==> config.mk <==
export PLATFORM = sky130hd
export DESIGN_NAME = clk_div_prog_flat
export DESIGN_NICKNAME = d
export VERILOG_FILES = /design/src/rtl/clk_div_prog_if.sv /design/src/rtl/clk_div_prog.sv /design/src/flat_wrapper.sv
export SDC_FILE = /design/constraint.sdc
export NUM_CORES = 1
export LEC_CHECK = 0
export BUFFER_PORTS_ARGS = -buffer_cell sky130_fd_sc_hd__buf_4
export CORE_ASPECT_RATIO = 1.2
export CORE_MARGIN = 4
export CORE_UTILIZATION = 63
export CTS_CLUSTER_DIAMETER = 40
export DETAILED_ROUTE_END_ITERATION = 8
export PLACE_DENSITY = 0.8
export SLEW_MARGIN = 40
export SYNTH_ARGS = -nofsm -noshare
export SYNTH_HDL_FRONTEND = slang
export SYNTH_SLANG_ARGS = --single-unit
==> constraint.sdc <==
create_clock -name clk -period 2.4 [get_ports clk]
set_input_delay 0.72 -clock clk [delete_from_list [all_inputs] [get_ports clk]]
set_output_delay 0.72 -clock clk [all_outputs]
set_load 0.005 [all_outputs]
==> src/rtl/clk_div_prog_if.sv <==
// ---------------------------------------------------------------------------
// clk_div_prog_if
// Divisor-load handshake bundle for the programmable clock divider.
// The master offers a new divisor for one channel. The slave (the divider)
// reports through ld_ready whether that channel can take it this cycle.
//
// Signals:
//   ld_valid  master -> slave  load request
//   ld_ch     master -> slave  target channel index (CH_W bits)
//   ld_div    master -> slave  new divisor value (CNT_W bits)
//   ld_ready  slave -> master  load may be accepted this cycle
// ---------------------------------------------------------------------------
interface clk_div_prog_if #(
    parameter int CH_W  = 2,
    parameter int CNT_W = 32
);
    logic             ld_valid;
    logic [CH_W-1:0]  ld_ch;
    logic [CNT_W-1:0] ld_div;
    logic             ld_ready;

    // The requester drives the load fields and watches ld_ready.
    modport master (
        output ld_valid,
        output ld_ch,
        output ld_div,
        input  ld_ready
    );

    // The divider consumes the load fields and answers with ld_ready.
    modport slave (
        input  ld_valid,
        input  ld_ch,
        input  ld_div,
        output ld_ready
    );
endinterface

==> src/rtl/clk_div_prog.sv <==
// ---------------------------------------------------------------------------
// clk_div_prog
// This module contains NUM_CH independent programmable clock dividers.
// Each channel counts enabled clk edges up to its active divisor. When the
// count reaches the divisor, the channel wraps, toggles its divided clock and
// pulses tick for one cycle. The output period is therefore 2*(div+1) clk
// cycles with a 50% duty cycle.
//
// A new divisor is first written into a per-channel shadow register. The
// shadow value becomes active only when the counter wraps, so a period is
// never cut short. While the shadow is waiting, ld_ready for that channel is
// low. When the global enable is off, a waiting divisor is applied on the next
// edge and the counter restarts from zero.
//
// Ports:
//   clk         system clock, all state on the rising edge
//   n_rst       asynchronous active-low reset
//   en_i        global count enable
//   sync_clr_i  synchronous phase clear of all channels (only with
//               CLKDIV_SYNC_EN)
//   ldBus       divisor-load handshake (clk_div_prog_if.slave)
//   new_clk_o   divided clock per channel, registered
//   tick_o      one-cycle strobe per channel at each toggle, registered
//
// Optional feature macro: CLKDIV_SYNC_EN adds the sync_clr_i input.
// ---------------------------------------------------------------------------
module clk_div_prog #(
    parameter int               NUM_CH      = 4,
    parameter int               CNT_W       = 32,
    parameter logic [CNT_W-1:0] DEFAULT_DIV = 24_999_999
) (
    input  logic              clk,
    input  logic              n_rst,
    input  logic              en_i,
`ifdef CLKDIV_SYNC_EN
    input  logic              sync_clr_i,
`endif
    clk_div_prog_if.slave     ldBus,
    output logic [NUM_CH-1:0] new_clk_o,
    output logic [NUM_CH-1:0] tick_o
);

    localparam int CH_W = (NUM_CH > 1) ? $clog2(NUM_CH) : 1;

    logic [CNT_W-1:0]  cnt_q  [NUM_CH];
    logic [CNT_W-1:0]  cnt_d  [NUM_CH];
    logic [CNT_W-1:0]  div_q  [NUM_CH];
    logic [CNT_W-1:0]  div_d  [NUM_CH];
    logic [CNT_W-1:0]  sdiv_q [NUM_CH];
    logic [CNT_W-1:0]  sdiv_d [NUM_CH];
    logic [NUM_CH-1:0] pend_q;
    logic [NUM_CH-1:0] pend_d;
    logic [NUM_CH-1:0] newClk_q;
    logic [NUM_CH-1:0] newClk_d;
    logic [NUM_CH-1:0] tick_q;
    logic [NUM_CH-1:0] tick_d;
    logic              ldReady;

    // ld_ready is low only while the addressed channel still has an unapplied
    // shadow divisor. A channel index outside the implemented range matches no
    // channel, so it stays ready, and a load to that index is dropped.
    always_comb begin
        ldReady = 1'b1;
        for (int i = 0; i < NUM_CH; i++) begin
            if (ldBus.ld_ch == CH_W'(i)) begin
                ldReady = ~pend_q[i];
            end
        end
    end

    assign ldBus.ld_ready = ldReady;

    // Next-state logic for every channel.
    // A shadow divisor is applied only when pend_q is set. A load is accepted
    // only when pend_q is clear. These two events can therefore never happen
    // on the same edge. As a result, a load accepted on a wrap edge waits for
    // the following wrap. tick defaults to zero, so it lasts exactly one
    // cycle.
    always_comb begin
        cnt_d    = cnt_q;
        div_d    = div_q;
        sdiv_d   = sdiv_q;
        pend_d   = pend_q;
        newClk_d = newClk_q;
        tick_d   = '0;
        for (int i = 0; i < NUM_CH; i++) begin
`ifdef CLKDIV_SYNC_EN
            if (sync_clr_i) begin
                cnt_d[i]    = '0;
                newClk_d[i] = 1'b0;
                if (pend_q[i]) begin
                    div_d[i]  = sdiv_q[i];
                    pend_d[i] = 1'b0;
                end
            end else
`endif
            if (en_i) begin
                if (cnt_q[i] == div_q[i]) begin
                    cnt_d[i]    = '0;
                    newClk_d[i] = ~newClk_q[i];
                    tick_d[i]   = 1'b1;
                    if (pend_q[i]) begin
                        div_d[i]  = sdiv_q[i];
                        pend_d[i] = 1'b0;
                    end
                end else begin
                    cnt_d[i] = cnt_q[i] + CNT_W'(1);
                end
            end else if (pend_q[i]) begin
                cnt_d[i]  = '0;
                div_d[i]  = sdiv_q[i];
                pend_d[i] = 1'b0;
            end

            if (ldBus.ld_valid && ldReady && (ldBus.ld_ch == CH_W'(i))) begin
                sdiv_d[i] = ldBus.ld_div;
                pend_d[i] = 1'b1;
            end
        end
    end

    // State registers. Reset puts every channel back to the default divisor.
    // Reset also drops any divisor that was still waiting in a shadow register.
    always_ff @(posedge clk or negedge n_rst) begin
        if (!n_rst) begin
            for (int i = 0; i < NUM_CH; i++) begin
                cnt_q[i]  <= '0;
                div_q[i]  <= DEFAULT_DIV;
                sdiv_q[i] <= DEFAULT_DIV;
            end
            pend_q   <= '0;
            newClk_q <= '0;
            tick_q   <= '0;
        end else begin
            cnt_q    <= cnt_d;
            div_q    <= div_d;
            sdiv_q   <= sdiv_d;
            pend_q   <= pend_d;
            newClk_q <= newClk_d;
            tick_q   <= tick_d;
        end
    end

    assign new_clk_o = newClk_q;
    assign tick_o    = tick_q;

endmodule

==> src/flat_wrapper.sv <==
// flat-port wrapper written by rule: the top's interface ports become plain ports
module clk_div_prog_flat 
#(
    parameter int               NUM_CH      = 4,
    parameter int               CNT_W       = 32,
    parameter logic [CNT_W-1:0] DEFAULT_DIV = 24_999_999
)
  (clk, n_rst, en_i, new_clk_o, tick_o, ldBus_ld_valid, ldBus_ld_ch, ldBus_ld_div, ldBus_ld_ready);
  clk_div_prog_if #(.CH_W((2)), .CNT_W(CNT_W)) ldBus_i ();
  input  logic clk;
  input  logic n_rst;
  input  logic en_i;
  output logic [NUM_CH-1:0] new_clk_o;
  output logic [NUM_CH-1:0] tick_o;
  input wire logic [$bits(ldBus_i.ld_valid)-1:0] ldBus_ld_valid;
  input wire logic [$bits(ldBus_i.ld_ch)-1:0] ldBus_ld_ch;
  input wire logic [$bits(ldBus_i.ld_div)-1:0] ldBus_ld_div;
  output wire logic [$bits(ldBus_i.ld_ready)-1:0] ldBus_ld_ready;
  assign ldBus_i.ld_valid = ldBus_ld_valid;
  assign ldBus_i.ld_ch = ldBus_ld_ch;
  assign ldBus_i.ld_div = ldBus_ld_div;
  assign ldBus_ld_ready = ldBus_i.ld_ready;
  clk_div_prog #(.NUM_CH(NUM_CH), .CNT_W(CNT_W), .DEFAULT_DIV(DEFAULT_DIV)) u_core (.clk(clk), .n_rst(n_rst), .en_i(en_i), .ldBus(ldBus_i), .new_clk_o(new_clk_o), .tick_o(tick_o));
endmodule
==> flow_summary.rst <==
.. list-table::
   :header-rows: 1

   * - Metric
     - Value
   * - TritonCTS Buffers
     - 45
   * - Data arrival time at the worst-slack endpoint
     - 1650 ps
   * - I/O pin cnt
     - 47
   * - Number of nets produced by synthesis
     - 1615
   * - Top FF cell, synth
     - dfrtp_1
   * - Aggregate global routing overflow
     - 0
   * - Critical path launch point type
     - flop
   * - Leading cell type in the layout, fill and taps excluded
     - dfrtp_1
   * - Flop pwr share
     - 0.479
   * - Headroom to the max-slew limit
     - 0.542
   * - Cell count after synthesis
     - 1573
   * - Worst Clk Skew
     - roughly 13 ps
   * - Type of the worst setup path
     - reg -> out
   * - Count of state elements after synthesis
     - between 300 and 400
   * - DR WL/cell
     - 22.4 µm
   * - Post-detailed-route count of antenna-violating nets
     - 0
   * - Number of I/O port buffers
     - 46
   * - Tightest Pin Transition
     - 681 ps
   * - GRT Total Usage
     - 0.285
   * - Clk slew on worst S/H paths
     - 70 ps
   * - Layer carrying the most global-route usage
     - met2
   * - Top fanout value on the critical path
     - 2
   * - Iteration count of the initial detailed-routing pass
     - 6
   * - Synth Cell Area
     - 0.0188 mm²
   * - GR met3 Demand/Resource
     - 0.0408
   * - Vertical die dimension
     - between 150 and 200 µm
   * - TritonCTS clock tree
     - done
   * - Max Cap Violations
     - 0
   * - Fin nets
     - 1710
   * - Clock power share
     - 0.337
   * - Lkg Pwr
     - approximately 9.5 nW
   * - Root Buffer Master
     - clkbuf_16
   * - Fin util
     - 0.735
   * - Register area share after synthesis
     - 0.536
   * - Iteration-0 DRC Markers
     - 1102
   * - Data required time of the critical path
     - 1680 ps
   * - Horizontal die dimension
     - around 170 µm
   * - Series of cell instances along the critical path
     - mux4_2 > inv_1 > buf_4
   * - DIE AREA
     - 0.0327 mm²
   * - Number of vias in the routed layout
     - roughly 13k
   * - Fmax achieved
     - ~420 MHz
   * - Number of DRC violations after detailed routing
     - 0
   * - Share of synthesized registers carrying an async set or reset
     - 1.00
   * - Crit share post-route
     - 0.987
   * - Min Clock Period, post-route
     - about 2400 ps
   * - Number of synthesized flops with an enable pin
     - 0
   * - Clock Sinks
     - between 300 and 400
   * - M2 GR Usage
     - 0.496
   * - Fraction of final layout cells sized beyond drive strength 1
     - 0.348
   * - Crit-path max cell delay
     - around 500 ps
   * - Maximum number of pins on one net before global-route repair
     - 72
   * - Switching part of the total power
     - 0.270
   * - Number of buffers on the longest clock path
     - 3
   * - Global routing met1 resource utilization
     - 0.378
   * - Power density cells
     - 988 mW/mm²
   * - Number of setup violations in the final report
     - 0
   * - Row cnt
     - 69
   * - Global-route wire length before repair
     - 74700 µm
   * - Cell type of the slowest stage on the worst timing path
     - mux4_2
   * - Post-placement worst setup slack
     - 87.8 ps
   * - Drt via density
     - 6.33
   * - Per-instance average area after synthesis
     - between 10 and 15 µm²
   * - Number of max-slew violations in the final report
     - 0
   * - Total power after layout
     - 21.4 mW
   * - Placeable core area
     - ~0.03 mm²
   * - HPWL reported at the end of detailed placement
     - 31100 µm
   * - Hold Vio Cnt, Final
     - 0
   * - Part of the total power dissipated in combinational logic
     - 0.183
   * - Skew-Pair Late Insertion Delay
     - 540 ps
   * - Final total negative setup slack
     - 0 ps
   * - Total net switching power
     - 5.78 mW
   * - Yosys warns
     - 0
   * - Area delta synth->final
     - 15.4%
   * - Most frequent cells in the layout
     - dfrtp_1, mux2_2, dfstp_2, nand3_1, buf_4
   * - Initial standard-cell utilization of the core
     - 0.637
   * - Antenna diode count
     - 0
   * - Final worst setup slack
     - 31.0 ps
   * - Antenna violations before repair
     - 1
   * - Setup repair after global routing missed its margin
     - false
   * - Worst min path class
     - in -> async
   * - Detailed Route WL
     - approximately 47000 µm
   * - Crit end category
     - output port
   * - Result of the run
     - finished clean
   * - Peak VDD IR
     - between 0.0006 and 0.0007 V
   * - Post-synthesis cell type count
     - 56
   * - Final weighted congestion of routability-driven global placement
     - 0.908
   * - Via count of the first global-routing pass
     - 13.5k
   * - Number of levels the H-tree was split into
     - 2
   * - Internal cell power
     - 15.6 mW
critical path: cells and delay by family (launching register included):
kind	cells	cell delay [ps]
flip-flops	1	450
multiplexers	1	490
buffers and inverters	2	170
sequential cells by signal, indices dropped and copies added (netlist names):
name and cells:
u_core.div_q 128, u_core.sdiv_q 128, u_core.new_clk_o 4, u_core.cnt_q 128
u_core.pend_q 4, u_core.tick_o 4
metrics by stage:
stage                     std cells  cell area [µm²]  hold WS (ps)
after global placement         2006            20000           457
after CTS                      2088            21600          79.0
final                          2092            21700          83.2
after detailed placement       2006            20000           458
after global routing           2092            21700          93.2
after floorplan                1573            18800           424
logic make-up (layout without fill, tap and decap cells):
group,count (synthesis),after routing,share of synthesized area
AND/OR/NAND/NOR,450,450,0.129
flip-flops,396,396,0.536
multiplexers,259,259,0.167
AO/OA/AOI/OAI,211,211,0.0740
XOR/XNOR,132,132,0.0615
buffers and inverters,121,250,0.0297
adder cells (fa/ha/maj),4,4,0.00266
routing by layer:
layer / up-vias / routed length, µm
met4: 0 / 1420
met3: 102 / 2630
li1: 5899 / -
met2: 446 / 23500
met5: - / 0
met1: 6801 / 19200
cells in the mapped netlist, types with 42 or more instances:
| master | n | area share |
|---|---|---|
| nand2_1 | 97 | 0.019 |
| or3_1 | 42 | 0.014 |
| dfrtp_1 | 260 | 0.35 |
| clkbuf_1 | 48 | 0.0096 |
| xor2_1 | 100 | 0.047 |
| o21ai_0 | 52 | 0.014 |
| dfstp_2 | 136 | 0.19 |
| mux2_4 | 57 | 0.046 |
| mux2_2 | 161 | 0.096 |
| a21oi_1 | 59 | 0.016 |
| nand3_1 | 115 | 0.031 |
| nand4_1 | 50 | 0.017 |
repair_timing:
action | CTS | global route
buffers inserted | 1 | 4
resized for setup | 2 | 7
hold buffers | 0 | 0
gates cloned | 0 | 0
pin swaps | 0 | 1
endpoints found under the setup margin | 1 | 30
layout make-up:
class | instances | area (µm²)
Tap cell | 390 | 488
Clock inverter | 23 | 303
Sequential cell | 396 | 10100
Clock buffer | 58 | 1280
Multi-Input combinational cell | 1056 | 8230
Fill cell | 1931 | 7830
Inverter | 38 | 143
Timing Repair Buffer | 131 | 1180
final timing paths:
kind	start	end	slack, ps	cells after the start
setup / recovery	u_core.pend_q[0]$_DFFE_PN0P_	ldBus_ld_ready	30	3
hold / removal	n_rst	u_core.pend_q[0]$_DFFE_PN0P_	80	1
max in group asynchronous	n_rst	u_core.div_q[85]$_DFFE_PN1P_	1540	2
hold reg to reg	u_core.new_clk_o[1]$_DFFE_PN0P_	u_core.new_clk_o[1]$_DFFE_PN0P_	470	1
min in group clk	u_core.new_clk_o[1]$_DFFE_PN0P_	u_core.new_clk_o[1]$_DFFE_PN0P_	470	1
setup reg to reg	u_core.div_q[64]$_DFFE_PN1P_	u_core.cnt_q[78]$_DFFE_PN0P_	60	7
power by group through the flow:
stage / Clock [mW] / Combinational [mW] / Sequential, mW
floorplan: 0 / 2.88 / 9.85
global placement: 0 / 3.69 / 10.2
detailed placement: 0 / 3.83 / 10.3
CTS: 7.34 / 3.90 / 10.2
global route: 7.63 / 4.24 / 10.5
finish: 7.23 / 3.93 / 10.3
Power figures use the tool's default switching activity.
